[src/rtl/io_spi_pkg.sv]
// rtl/io_spi_pkg.sv - register map, bit indices and FSM encoding for io_spi_bridge
package io_spi_pkg;

  localparam logic [1:0] ADDR_DATA = 2'd0;
  localparam logic [1:0] ADDR_CTRL = 2'd1;
  localparam logic [1:0] ADDR_DIV  = 2'd2;
  localparam logic [1:0] ADDR_RSVD = 2'd3;

  localparam int STAT_BUSY     = 0;
  localparam int STAT_RX_VALID = 1;
  localparam int STAT_OVERRUN  = 2;

  localparam int CTRL_SS_HOLD = 0;
  localparam int CTRL_INT_EN  = 1;
  localparam int CTRL_CLR_OVR = 7;

  localparam logic [7:0] DIV_RESET_DEFAULT = 8'd12;

  // SHIFT phase spans 16 half-periods, numbered 1..16
  localparam logic [4:0] LAST_HALF = 5'd16;

  typedef enum logic [1:0] {
    ST_IDLE  = 2'd0,
    ST_SETUP = 2'd1,
    ST_SHIFT = 2'd2,
    ST_HOLD  = 2'd3
  } spi_state_e;

  function automatic logic [7:0] pack_status(input logic busy, input logic rx_valid,
                                             input logic overrun);
    logic [7:0] s;
    s                = 8'h00;
    s[STAT_BUSY]     = busy;
    s[STAT_RX_VALID] = rx_valid;
    s[STAT_OVERRUN]  = overrun;
    return s;
  endfunction

endpackage

[src/rtl/spi_shifter.sv]
// rtl/spi_shifter.sv - SPI mode-0 master: SCLK divider, transfer FSM, TX/RX shift registers
module spi_shifter
  import io_spi_pkg::*;
(
  input  logic       clk_i,
  input  logic       rst_i,
  input  logic       start_i,
  input  logic [7:0] tx_byte_i,
  input  logic [7:0] div_i,
  input  logic       ss_hold_i,
  input  logic       miso_i,
  output logic       busy_o,
  output logic       done_o,
  output logic [7:0] rx_byte_o,
  output logic       ss_o,
  output logic       sclk_o,
  output logic       mosi_o
);

  spi_state_e state_q, state_d;
  logic [7:0] cnt_q, cnt_d;
  logic [7:0] div_lat_q, div_lat_d;
  logic [7:0] tx_q, tx_d;
  logic [7:0] rx_q, rx_d;
  logic [7:0] rx_byte_q, rx_byte_d;
  logic [4:0] half_q, half_d;
  logic       ss_q, ss_d;
  logic       sclk_q, sclk_d;
  logic       mosi_q, mosi_d;
  logic       tick;

  assign tick      = (cnt_q == 8'd0);
  assign busy_o    = (state_q != ST_IDLE);
  assign rx_byte_o = rx_byte_q;
  assign ss_o      = ss_q;
  assign sclk_o    = sclk_q;
  assign mosi_o    = mosi_q;

  always_ff @(posedge clk_i) begin
    if (rst_i) begin
      state_q   <= ST_IDLE;
      cnt_q     <= 8'd0;
      div_lat_q <= 8'd0;
      tx_q      <= 8'd0;
      rx_q      <= 8'd0;
      rx_byte_q <= 8'd0;
      half_q    <= 5'd0;
      ss_q      <= 1'b1;
      sclk_q    <= 1'b0;
      mosi_q    <= 1'b0;
    end else begin
      state_q   <= state_d;
      cnt_q     <= cnt_d;
      div_lat_q <= div_lat_d;
      tx_q      <= tx_d;
      rx_q      <= rx_d;
      rx_byte_q <= rx_byte_d;
      half_q    <= half_d;
      ss_q      <= ss_d;
      sclk_q    <= sclk_d;
      mosi_q    <= mosi_d;
    end
  end

  always_comb begin
    state_d   = state_q;
    cnt_d     = cnt_q;
    div_lat_d = div_lat_q;
    tx_d      = tx_q;
    rx_d      = rx_q;
    rx_byte_d = rx_byte_q;
    half_d    = half_q;
    ss_d      = ss_q;
    sclk_d    = sclk_q;
    mosi_d    = mosi_q;
    done_o    = 1'b0;

    // Every active phase lasts div+1 cycles; the reload happens on the tick that ends it
    if (state_q != ST_IDLE) begin
      cnt_d = tick ? div_lat_q : cnt_q - 8'd1;
    end

    case (state_q)
      ST_IDLE: begin
        if (start_i) begin
          state_d   = ST_SETUP;
          div_lat_d = div_i;
          cnt_d     = div_i;
          tx_d      = tx_byte_i;
          rx_d      = 8'd0;
          mosi_d    = tx_byte_i[7];
          ss_d      = 1'b0;
          sclk_d    = 1'b0;
        end else if (!ss_q && !ss_hold_i) begin
          ss_d = 1'b1;
        end
      end
      ST_SETUP: begin
        if (tick) begin
          state_d = ST_SHIFT;
          half_d  = 5'd1;
          sclk_d  = 1'b1;
          rx_d    = {rx_q[6:0], miso_i};
        end
      end
      ST_SHIFT: begin
        if (tick) begin
          if (half_q == LAST_HALF) begin
            state_d = ST_HOLD;
          end else begin
            half_d = half_q + 5'd1;
            if (half_q[0]) begin
              sclk_d = 1'b0;
              tx_d   = {tx_q[6:0], 1'b0};
              mosi_d = tx_q[6];
            end else begin
              sclk_d = 1'b1;
              rx_d   = {rx_q[6:0], miso_i};
            end
          end
        end
      end
      ST_HOLD: begin
        if (tick) begin
          state_d   = ST_IDLE;
          done_o    = 1'b1;
          rx_byte_d = rx_q;
          if (!ss_hold_i) begin
            ss_d = 1'b1;
          end
        end
      end
      default: state_d = ST_IDLE;
    endcase
  end

endmodule

[src/rtl/io_spi_bridge.sv]
// rtl/io_spi_bridge.sv - PC Card I/O-space to SPI master bridge; IO_SPI_INT_EN enables INT/int_en
module io_spi_bridge
  import io_spi_pkg::*;
#(
  parameter logic [7:0] DIV_RESET = DIV_RESET_DEFAULT
) (
  input  logic       clk_26,
  input  logic       RESET,
  input  logic [7:0] D_in,
  output logic [7:0] D_out,
  input  logic [1:0] A,
  output logic       DDIR,
  input  logic       IOWR,
  input  logic       IORD,
  input  logic       CE1,
  input  logic       REG,
  output logic       INPACK,
  output logic       SS,
  output logic       SCLK,
  output logic       MOSI,
  input  logic       MISO,
  output logic       INT
);

  logic       iowr_meta_q, iowr_sync_q, iowr_prev_q;
  logic       iord_meta_q, iord_sync_q, iord_prev_q;
  logic [1:0] wr_addr_q, wr_addr_d;
  logic [7:0] wr_data_q, wr_data_d;
  logic       wr_pend_q, wr_pend_d;
  logic [1:0] rd_addr_q, rd_addr_d;
  logic       rd_pend_q, rd_pend_d;
  logic [7:0] div_q, div_d;
  logic       ss_hold_q, ss_hold_d;
  logic       rx_valid_q, rx_valid_d;
  logic       overrun_q, overrun_d;

  logic       card_sel, rd_sel;
  logic       wr_rise, rd_rise, wr_commit, rd_commit, start;
  logic       busy, done;
  logic [7:0] rx_byte, rd_mux;

  assign card_sel  = ~CE1 & ~REG;
  assign wr_rise   = iowr_sync_q & ~iowr_prev_q;
  assign rd_rise   = iord_sync_q & ~iord_prev_q;
  assign wr_commit = wr_rise & wr_pend_q;
  assign rd_commit = rd_rise & rd_pend_q;
  // busy is the pre-update value, so a commit coinciding with HOLD exit is still an overrun
  assign start     = wr_commit && (wr_addr_q == ADDR_DATA) && !busy;

  always_ff @(posedge clk_26) begin
    if (RESET) begin
      iowr_meta_q <= 1'b1;
      iowr_sync_q <= 1'b1;
      iowr_prev_q <= 1'b1;
      iord_meta_q <= 1'b1;
      iord_sync_q <= 1'b1;
      iord_prev_q <= 1'b1;
      wr_addr_q   <= 2'd0;
      wr_data_q   <= 8'd0;
      wr_pend_q   <= 1'b0;
      rd_addr_q   <= 2'd0;
      rd_pend_q   <= 1'b0;
      div_q       <= DIV_RESET;
      ss_hold_q   <= 1'b0;
      rx_valid_q  <= 1'b0;
      overrun_q   <= 1'b0;
    end else begin
      iowr_meta_q <= IOWR;
      iowr_sync_q <= iowr_meta_q;
      iowr_prev_q <= iowr_sync_q;
      iord_meta_q <= IORD;
      iord_sync_q <= iord_meta_q;
      iord_prev_q <= iord_sync_q;
      wr_addr_q   <= wr_addr_d;
      wr_data_q   <= wr_data_d;
      wr_pend_q   <= wr_pend_d;
      rd_addr_q   <= rd_addr_d;
      rd_pend_q   <= rd_pend_d;
      div_q       <= div_d;
      ss_hold_q   <= ss_hold_d;
      rx_valid_q  <= rx_valid_d;
      overrun_q   <= overrun_d;
    end
  end

  // Bus fields are re-captured every cycle of a decoded strobe; the rising edge commits the last one
  always_comb begin
    wr_addr_d = wr_addr_q;
    wr_data_d = wr_data_q;
    wr_pend_d = wr_pend_q;
    rd_addr_d = rd_addr_q;
    rd_pend_d = rd_pend_q;
    if (!iowr_sync_q && card_sel) begin
      wr_addr_d = A;
      wr_data_d = D_in;
      wr_pend_d = 1'b1;
    end else if (wr_rise) begin
      wr_pend_d = 1'b0;
    end
    if (!iord_sync_q && card_sel) begin
      rd_addr_d = A;
      rd_pend_d = 1'b1;
    end else if (rd_rise) begin
      rd_pend_d = 1'b0;
    end
  end

  always_comb begin
    div_d      = div_q;
    ss_hold_d  = ss_hold_q;
    rx_valid_d = rx_valid_q;
    overrun_d  = overrun_q;
    if (wr_commit) begin
      case (wr_addr_q)
        ADDR_DATA: if (busy) overrun_d = 1'b1;
        ADDR_CTRL: begin
          ss_hold_d = wr_data_q[CTRL_SS_HOLD];
          if (wr_data_q[CTRL_CLR_OVR]) overrun_d = 1'b0;
        end
        ADDR_DIV:  if (!busy) div_d = wr_data_q;
        ADDR_RSVD: ;
        default:   ;
      endcase
    end
    if (rd_commit && (rd_addr_q == ADDR_DATA)) rx_valid_d = 1'b0;
    if (done) rx_valid_d = 1'b1;
  end

`ifdef IO_SPI_INT_EN
  logic int_en_q, int_en_d;

  always_comb begin
    int_en_d = int_en_q;
    if (wr_commit && (wr_addr_q == ADDR_CTRL)) int_en_d = wr_data_q[CTRL_INT_EN];
  end

  always_ff @(posedge clk_26) begin
    if (RESET) int_en_q <= 1'b0;
    else       int_en_q <= int_en_d;
  end

  assign INT = ~(int_en_q & rx_valid_q);
`else
  assign INT = 1'b1;
`endif

  // Read path is decoded straight from the pins so data is ready within the bus access time
  assign rd_sel = ~IORD & card_sel;

  always_comb begin
    rd_mux = 8'h00;
    case (A)
      ADDR_DATA: rd_mux = rx_byte;
      ADDR_CTRL: rd_mux = pack_status(busy, rx_valid_q, overrun_q);
      ADDR_DIV:  rd_mux = div_q;
      ADDR_RSVD: rd_mux = 8'h00;
      default:   rd_mux = 8'h00;
    endcase
  end

  assign D_out  = rd_sel ? rd_mux : 8'h00;
  assign DDIR   = rd_sel;
  assign INPACK = ~rd_sel;

  spi_shifter u_shifter (
    .clk_i     (clk_26),
    .rst_i     (RESET),
    .start_i   (start),
    .tx_byte_i (wr_data_q),
    .div_i     (div_q),
    .ss_hold_i (ss_hold_q),
    .miso_i    (MISO),
    .busy_o    (busy),
    .done_o    (done),
    .rx_byte_o (rx_byte),
    .ss_o      (SS),
    .sclk_o    (SCLK),
    .mosi_o    (MOSI)
  );

endmodule

[config.mk]
export PLATFORM = sky130hd
export DESIGN_NAME = io_spi_bridge
export DESIGN_NICKNAME = d
export VERILOG_FILES = /design/src/rtl/io_spi_pkg.sv /design/src/rtl/spi_shifter.sv /design/src/rtl/io_spi_bridge.sv
export SDC_FILE = /design/constraint.sdc
export NUM_CORES = 1
export LEC_CHECK = 0
export CORE_MARGIN = 5
export CORE_UTILIZATION = 41
export CTS_BUF_LIST = sky130_fd_sc_hd__clkbuf_2 sky130_fd_sc_hd__clkbuf_4 sky130_fd_sc_hd__clkbuf_8
export DETAILED_ROUTE_END_ITERATION = 7
export PLACE_DENSITY_LB_ADDON = 0.05
export SYNTH_ARGS = -nofsm -noshare
export SYNTH_HDL_FRONTEND = slang
export SYNTH_SLANG_ARGS = --single-unit
[constraint.sdc]
create_clock -name clk_26 -period 2.32 [get_ports clk_26]
set_input_delay 0.696 -clock clk_26 [delete_from_list [all_inputs] [get_ports clk_26]]
set_output_delay 0.696 -clock clk_26 [all_outputs]
set_load 0.03 [all_outputs]
==> results of run 1 <==
==> layer usage <==
| layer | vias to the layer above | GRT usage | part of all wire |
|---|---|---|---|
| met5 | - | 0 | 0 |
| met4 | 0 | 0.0402 | 0.010 |
| met3 | 7 | 0.0425 | 0.027 |
| met2 | 49 | 0.284 | 0.47 |
| met1 | 1542 | 0.239 | 0.49 |
| li1 | 1630 | - | - |
==> kinds of logic after synthesis <==
logic type / count (synthesis)
adders and majority gates: 8
other: 1
AOI/OAI and AO/OA: 88
muxes: 46
buffers and inverters: 40
and+or+nand+nor: 166
DFF: 80
xor gates and xnor gates: 4
==> cell usage after synthesis, drive strengths merged (2+ instances only) <==
| cell type | number | area, um^2 |
|---|---|---|
| or3 | 3 | 18.8 |
| nor2 | 41 | 154 |
| nor3 | 8 | 45.0 |
| or4 | 2 | 18.8 |
| or2 | 6 | 37.5 |
| o31ai | 2 | 20.0 |
| ha | 8 | 100 |
| or3b | 3 | 26.3 |
| o211ai | 4 | 30.0 |
| a21oi | 37 | 200 |
| nor3b | 4 | 30.0 |
| a211oi | 3 | 22.5 |
| a2111oi | 3 | 57.6 |
| xnor2 | 3 | 26.3 |
| nor4b | 2 | 17.5 |
| nor4 | 5 | 37.5 |
| dfxtp | 80 | 1600 |
| nor2b | 3 | 18.8 |
| a31oi | 6 | 37.5 |
| clkbuf | 21 | 78.8 |
| nand2 | 61 | 229 |
| buf | 6 | 36.3 |
| o221ai | 3 | 26.3 |
| and3 | 3 | 18.8 |
| mux2i | 45 | 450 |
| nand2b | 5 | 31.3 |
| o41ai | 2 | 36.3 |
| inv | 13 | 48.8 |
| o21ai | 12 | 60.1 |
| a311oi | 5 | 62.6 |
| nand3 | 16 | 80.1 |
==> timing repair <==
item                                    4_1_cts  5_1_grt
pin swaps                                     7        2
setup buffers                                 1        1
gates resized for setup                      43        3
endpoints found under the setup margin       10        5
==> final timing paths <==
| check | start | end | cells past startpoint |
|---|---|---|---|
| hold / removal | iowr_meta_q | iowr_sync_q | 1 |
| setup reg to reg | u_shifter.cnt_q[0] | u_shifter.sclk_o | 6 |
| setup / recovery | A[1] | D_out[1] | 6 |
| hold reg to reg | iowr_meta_q | iowr_sync_q | 1 |
==> layout make-up <==
type,count,area (um^2)
fill,914,4470
sequential,80,1600
clock buffer,9,124
inverter,13,48.8
multi-input combinational,313,2140
tap,111,139
clock inverter,6,43.8
timing repair buffer,67,583
==> registers in the layout, indices dropped and copies added (netlist names), 2 cells and up <==
name and count:
u_shifter.half_q 5, wr_addr_q 2, rd_addr_q 2, u_shifter.rx_q 8, u_shifter.tx_q 7, u_shifter.state_q 2
u_shifter.cnt_q 8, div_q 8, u_shifter.div_lat_q 8, u_shifter.rx_byte_o 8, wr_data_q 8
==> worst register-to-register path, delay by kind of cell, from the launching register on <==
family,cells,cell delay [ns]
muxes,1,0.23
adders and majority gates,1,0.22
and+or+nand+nor,1,0.54
AOI/OAI and AO/OA,2,0.71
buffers and inverters,1,0.08
DFF,1,0.32
==> where the power goes <==
| group | switching (mW) | internal (mW) |
|---|---|---|
| Combinational | 0.733 | 0.539 |
| Sequential | 0.0558 | 1.43 |
| Clock | 0.534 | 0.389 |
==> through the flow <==
step           total power [mW]  cells  worst slack (ns)  utilization
4_1_cts                    3.71    598          0.000618        0.513
5_1_grt                    3.89    599           0.00813        0.512
6_report                   3.68    599            0.0551        0.512
2_1_floorplan              2.29    433           -0.0660            -
3_3_place_gp               2.78    582            -0.775        0.488
3_5_place_dp               2.78    582            -0.800        0.488
==> impl_metrics.json, run 1 <==
{
  "fp-row-count": 35,
  "die_area_mm2": 0.0113,
  "grt_pass1_vias": 3165,
  "cpMostUsedCell": "buf_6",
  "design_area_mm2": 0.00468,
  "syn2layout_area_growth_pct": 22.6,
  "drt_pass1_iterations": 4,
  "ys_ff_latch": 80,
  "synth_cell_types": 63,
  "cpMaxStageDelayCell": "o22a_1",
  "post-route-min-period_ns": 2.26,
  "critPathTopFamily": "buffers and inverters",
  "die_height_um": 107,
  "avgViaCountPerCell": 5.39,
  "finalMaxSlewViolations": 0,
  "yosysSeqAreaShare": 0.419,
  "max_stage_delay_ns": 0.25,
  "place_area_mm2": 0.00447,
  "final_common_cell": "dfxtp_1",
  "cts_made_buffers": 9,
  "endpoint_kind": "primary output",
  "synthFlopType": "dfxtp_1",
  "critPathArrivalTime_ns": 1.57,
  "core_area_mm2": 0.00915,
  "p_leak_nw": 1.77,
  "max_slew_margin": 0.601,
  "synthAdderAreaFrac": 0.0262,
  "cts_max_level": 3,
  "synth_top_family_by_area": "simple AND/OR/NAND/NOR gates",
  "io_pins": 31,
  "path_buf_inv": 3,
  "clock_latency_ns": 0.35,
  "port_buffers": 29,
  "synth_warnings": 0,
  "grt_pass1_wl_um": 16000,
  "yosys.area_share.simple": 0.211,
  "status": "completed",
  "synth_edf_count": 0,
  "mostFrequentLayoutCells": "dfxtp_1, nand2_1, mux2i_1",
  "rsz0062_at_grt": "no",
  "holdWs_ns": 0.414,
  "ys_async_sr_fraction": 0,
  "antenna_found_initial": 0,
  "num-nets-final": 509,
  "ir_drop_v": 0.000297,
  "max_freq_mhz": 442,
  "grt_max_degree": 64,
  "vias": 3228,
  "grt_overflow": 0,
  "die_width_um": 107,
  "final.setup.tns_ns": 0,
  "reg2reg_slack_ns": 0.15,
  "syn_area_mm2": 0.00382,
  "tritoncts": "done",
  "drt-total-wl_um": 9470,
  "ctsLongestPathBuffers": 2,
  "skew_ns": 0.0120,
  "avgSynthCellArea_um2": 8.82,
  "power_density_mw_per_mm2": 785,
  "fin_crit_sh": 0.976,
  "synthMuxAreaShare": 0.121,
  "dp_hpwl_um": 6820,
  "antenna_cells": 0,
  "synthCells": 433,
  "clk_pin_slew_worst_paths_ns": 0.09,
  "setup_viol": 0,
  "drive_gt1_frac": 0.219,
  "cp.required_ns": 1.62,
  "synth_compound_area_frac": 0.170,
  "holdBufCountCts": 0,
  "clock-sinks": 80,
  "cts-root-buf": "clkbuf_8",
  "hold_class": "reg -> reg",
  "critPathKind": "in -> out",
  "ant_nets": 0,
  "first_iter_violations": 114,
  "wl_per_cell_um": 15.8,
  "synthXorXnorAreaFrac": 0.00917,
  "synth_fp_nets": 458,
  "gp_congestion": 0.814,
  "start_util": 0.417,
  "startpoint_type": "primary input",
  "drc": 0,
  "cp_max_fo": 7,
  "path_cells": "buf_2 -> buf_6 -> mux2i_1 -> o22a_1 -> nor2_4 -> buf_6",
  "report.final.hold_viol_count": 0,
  "worst_pin_slew_ns": 0.598,
  "cap_viol_max_count": 0,
  "grtUsageTotal": 0.176
}
Power figures use the tool's default switching activity.
==> run 2: changes to the inputs <==
- CELL_PAD_IN_SITES_DETAIL_PLACEMENT: not set -> 1
- CELL_PAD_IN_SITES_GLOBAL_PLACEMENT: not set -> 2
- CORE_UTILIZATION: 41 -> 37
==> impl_metrics.json, run 2 (synthesis results as in run 1) <==
{
  "status": "completed",
  "start_util": 0.375,
  "final_common_cell": "dfxtp_1",
  "cts_max_level": 3,
  "grt_use_met3": 0.0261,
  "drt_pass1_iterations": 4,
  "max_freq_mhz": 433,
  "fin_crit_sh": 0.995,
  "drc": 0,
  "drive_gt1_frac": 0.240,
  "ir_drop_v": 0.000420,
  "seqPwrFrac": 0.364,
  "cp_max_fo": 5,
  "finalMaxSlewViolations": 0,
  "grtUsageTotal": 0.172,
  "clock_latency_ns": 0.35,
  "die_height_um": 112,
  "place_area_mm2": 0.00454,
  "die_area_mm2": 0.0125,
  "grt_overflow": 0,
  "power_density_mw_per_mm2": 830,
  "tritoncts": "done",
  "post-route-min-period_ns": 2.31,
  "design_area_mm2": 0.00490,
  "endpoint_kind": "primary output",
  "critPathKind": "in -> out",
  "ant_nets": 0,
  "worst_slack_ns": 0.0105,
  "drt-total-wl_um": 10400,
  "first_iter_violations": 140,
  "skew_ns": 0.00812,
  "p_int_mw": 2.67,
  "num-nets-final": 520,
  "p_leak_nw": 1.86,
  "grt_pass1_wl_um": 17400,
  "startpoint_type": "primary input",
  "place_ws_ns": -0.753,
  "swShare": 0.343,
  "busiest_layer": "met2",
  "comb_power_share": 0.335,
  "antenna_cells": 0,
  "syn2layout_area_growth_pct": 28.3,
  "avgViaCountPerCell": 5.18,
  "fp-row-count": 37,
  "antenna_found_initial": 0,
  "p_sw_mw": 1.39,
  "max_slew_margin": 0.590,
  "hold_class": "reg -> reg",
  "mostFrequentLayoutCells": "dfxtp_1, nand2_1, mux2i_1, buf_4, nor2_1",
  "dp_hpwl_um": 7660,
  "grtUsageMet1": 0.236,
  "rsz0062_at_grt": "yes",
  "grt_max_degree": 64,
  "cp.required_ns": 1.62,
  "clk_pin_slew_worst_paths_ns": 0.09,
  "final.setup.tns_ns": 0,
  "ctsLongestPathBuffers": 2,
  "filler_cell_count": 1213,
  "clkPwrFrac": 0.301,
  "grt_pass1_vias": 3400,
  "wl_per_cell_um": 16.4,
  "core_area_mm2": 0.0102,
  "io_pins": 31,
  "grt_use_met2": 0.283,
  "cts_made_buffers": 9,
  "gp_congestion": 0.782,
  "report.final.hold_viol_count": 0,
  "clock-sinks": 80,
  "vias": 3294,
  "setup_viol": 0,
  "die_width_um": 112,
  "worst_pin_slew_ns": 0.606,
  "critPathArrivalTime_ns": 1.61,
  "port_buffers": 29,
  "cts-root-buf": "clkbuf_8",
  "cap_viol_max_count": 0
}
==> run 2: cell types whose count changed in the layout (fill, tap and decap cells not counted), sizes merged, moves of 2 or more <==
cell / before / now
bufinv: 0 / 2
clkinv: 3 / 0
buf: 53 / 62
clkbuf: 10 / 12
inv: 15 / 17
==> run 2: timing repair <==
item	in CTS	in global routing
gates resized for setup	43	5
setup buffers	7	1
pin swaps	8	4
hold buffers	0	0
setup endpoints to repair	10	8
==> run 2: layout make-up <==
class	instances	area, um^2	area share
Clock buffer	10	138	0.0281
Clock inverter	6	97.6	0.0199
Inverter	13	48.8	0.00996
Multi-Input combinational cell	313	2150	0.438
Sequential cell	80	1600	0.327
Tap cell	136	170	0.0347
Timing Repair Buffer	78	698	0.142
==> run 2: power groups by stage <==
stage	clock network (mW)	logic (mW)	registers, mW
2_1_floorplan	0	0.784	1.51
3_3_place_gp	0	1.33	1.51
3_5_place_dp	0	1.35	1.51
4_1_cts	1.26	1.37	1.48
5_1_grt	1.31	1.49	1.49
6_report	1.22	1.36	1.48
==> run 2: per-layer routing <==
metal	vias up	routed length, um
met3	12	249
met4	0	112
met1	1592	5130
met2	35	4950
met5	-	0
li1	1655	-
==> run 2: stage by stage <==
step	cells	power [mW]	hold slack, ns	utilization
global placement	612	2.84	0.395	0.445
finish	636	4.07	0.420	0.481
floorplan	433	2.29	0.389	-
detailed placement	612	2.87	0.402	0.445
CTS	635	4.11	0.426	0.480
global route	636	4.29	0.436	0.481
==> run 2: worst max-delay path: stages <==
cell and delay [ns]:
buf_8 0.10, buf_6 0.11, buf_6 0.11, buf_12 0.12, mux2i_1 0.26, nor2_4 0.07
buf_6 0.14
==> run 2: path summary, 6_finish.rpt <==
check / startpoint / endpoint / slack, ns / depth (start not counted)
hold reg to reg: iord_meta_q / iord_sync_q / 0.42 / 1
setup reg to reg: u_shifter.cnt_q[0] / u_shifter.sclk_o / 0.18 / 6
hold / removal: iord_meta_q / iord_sync_q / 0.42 / 1
setup / recovery: A[1] / D_out[4] / 0.01 / 7
==> run 3: changes to the inputs <==
- REMOVE_ABC_BUFFERS: not set -> 1
- SETUP_SLACK_MARGIN: not set -> 0.5
==> impl_metrics.json, run 3 (synthesis results as in run 1) <==
{
  "status": "completed",
  "totalPowerFinal_mw": 4.36,
  "skew_ns": 0.0176,
  "drt-total-wl_um": 11600,
  "cp.required_ns": 1.62,
  "grt_use_met3": 0.0304,
  "avgViaCountPerCell": 5.21,
  "wl_per_cell_um": 17.6,
  "mostFrequentLayoutCells": "dfxtp_1, nand2_1, buf_4",
  "holdWs_ns": 0.418,
  "dp_hpwl_um": 7580,
  "fp-row-count": 37,
  "cts-root-buf": "clkbuf_8",
  "finalMaxSlewViolations": 0,
  "endpoint_kind": "primary output",
  "worst_pin_slew_ns": 0.614,
  "ctsLongestPathBuffers": 2,
  "syn2layout_area_growth_pct": 39.8,
  "max_slew_margin": 0.585,
  "grt_max_degree": 64,
  "core_area_mm2": 0.0102,
  "p_sw_mw": 1.62,
  "grt_overflow": 0,
  "vias": 3426,
  "drive_gt1_frac": 0.345,
  "critPathArrivalTime_ns": 1.54,
  "hold_depth": 1,
  "power_density_mw_per_mm2": 816,
  "comb_power_share": 0.433,
  "grt_use_met2": 0.322,
  "first_iter_violations": 129,
  "cts_max_level": 3,
  "clock_latency_ns": 0.35,
  "ant_nets": 0,
  "swShare": 0.371,
  "p_int_mw": 2.74,
  "die_width_um": 112,
  "io_pins": 31,
  "die_area_mm2": 0.0125,
  "worstRegToRegCells": 6,
  "ir_drop_v": 0.000381,
  "r2r_start": "u_shifter.cnt_q[2]",
  "post-route-min-period_ns": 2.23,
  "holdBufCountCts": 0,
  "max_freq_mhz": 448,
  "num-nets-final": 541,
  "cap_viol_max_count": 0,
  "report.final.hold_viol_count": 0,
  "final_common_cell": "dfxtp_1",
  "startpoint_type": "primary input",
  "seqPwrFrac": 0.343,
  "die_height_um": 112,
  "fin_crit_sh": 0.962,
  "cts_made_buffers": 9,
  "grtUsageTotal": 0.185,
  "clkPwrFrac": 0.224,
  "start_util": 0.375,
  "p_leak_nw": 2.00,
  "grt_pass1_vias": 3553,
  "cp_max_fo": 5,
  "antenna_found_initial": 0,
  "cp-startpoint": "IORD",
  "clock-sinks": 80,
  "critPathKind": "in -> out",
  "grtUsageMet1": 0.237,
  "rsz0062_at_grt": "yes",
  "grt_pass1_wl_um": 18700,
  "hold_class": "reg -> reg",
  "port_buffers": 29,
  "drt_pass1_iterations": 4,
  "gp_congestion": 0.745,
  "clk_pin_slew_worst_paths_ns": 0.09,
  "setup_viol": 0,
  "hp-start": "iord_meta_q",
  "antenna_cells": 0,
  "tritoncts": "done",
  "busiest_layer": "met2",
  "drc": 0
}
[run 3: cell count changes in the layout (fill, tap and decap cells not counted), moves of 3 or more]
cell,delta
buf_6,+10
buf_4,+9
dfxtp_1,-9
dfxtp_2,+8
ha_1,-5
inv_1,-5
buf_8,+4
inv_2,+4
clkdlybuf4s50_1,-3
clkinvlp_4,+3
ha_4,+3
mux2i_1,-3
nor2_4,-3
[run 3: area by class of cell]
type / instances / area, um^2
Sequential cell: 80 / 1620
Multi-Input combinational cell: 313 / 2360
Fill cell: 1181 / 4850
Timing Repair Buffer: 99 / 955
Tap cell: 136 / 170
Clock inverter: 6 / 52.6
Clock buffer: 10 / 131
Inverter: 13 / 52.6
[run 3: through the flow]
stage | worst slack, ns | instance area [um^2] | std cells | utilization | TNS, ns
after floorplan | -0.807 | 3700 | 406 | - | -5.76
after global placement | -0.464 | 4450 | 608 | 0.437 | -3.43
after detailed placement | -0.466 | 4450 | 608 | 0.437 | -3.60
after CTS | 0.0967 | 5130 | 652 | 0.504 | 0
after global routing | 0.0499 | 5340 | 657 | 0.524 | 0
final | 0.0880 | 5340 | 657 | 0.524 | 0
[run 3: power groups by stage]
| stage | Clock (mW) | Sequential (mW) | Combinational, mW |
|---|---|---|---|
| floorplan | 0 | 1.51 | 0.741 |
| global placement | 0 | 1.51 | 1.27 |
| detailed placement | 0 | 1.52 | 1.28 |
| CTS | 1.02 | 1.49 | 1.67 |
| global route | 1.07 | 1.50 | 2.01 |
| finish | 0.975 | 1.50 | 1.89 |
[run 3: timing repair]
action,in CTS,in global routing
gates resized for setup,96,45
setup buffers,26,4
endpoints found under the hold margin,0,0
cloned,2,1
pin swaps,28,12
endpoints found under the setup margin,58,45
[run 3: per-layer routing]
metal | vias up | share of wire
li1 | 1706 | -
met1 | 1671 | 0.46
met2 | 40 | 0.51
met3 | 9 | 0.019
met4 | 0 | 0.0099
met5 | - | 0
[run 3: final timing paths]
kind | slack, ns | to
max | 0.09 | D_out[7]
min | 0.42 | iord_sync_q
max reg2reg | 0.38 | u_shifter.tx_q[0]
min reg2reg | 0.42 | iord_sync_q
[run 3: critical path, stage by stage]
cell,delay [ns]
buf_6,0.10
nor3_4,0.21
buf_6,0.14
nand2b_4,0.11
nor2_1,0.11
buf_4,0.17
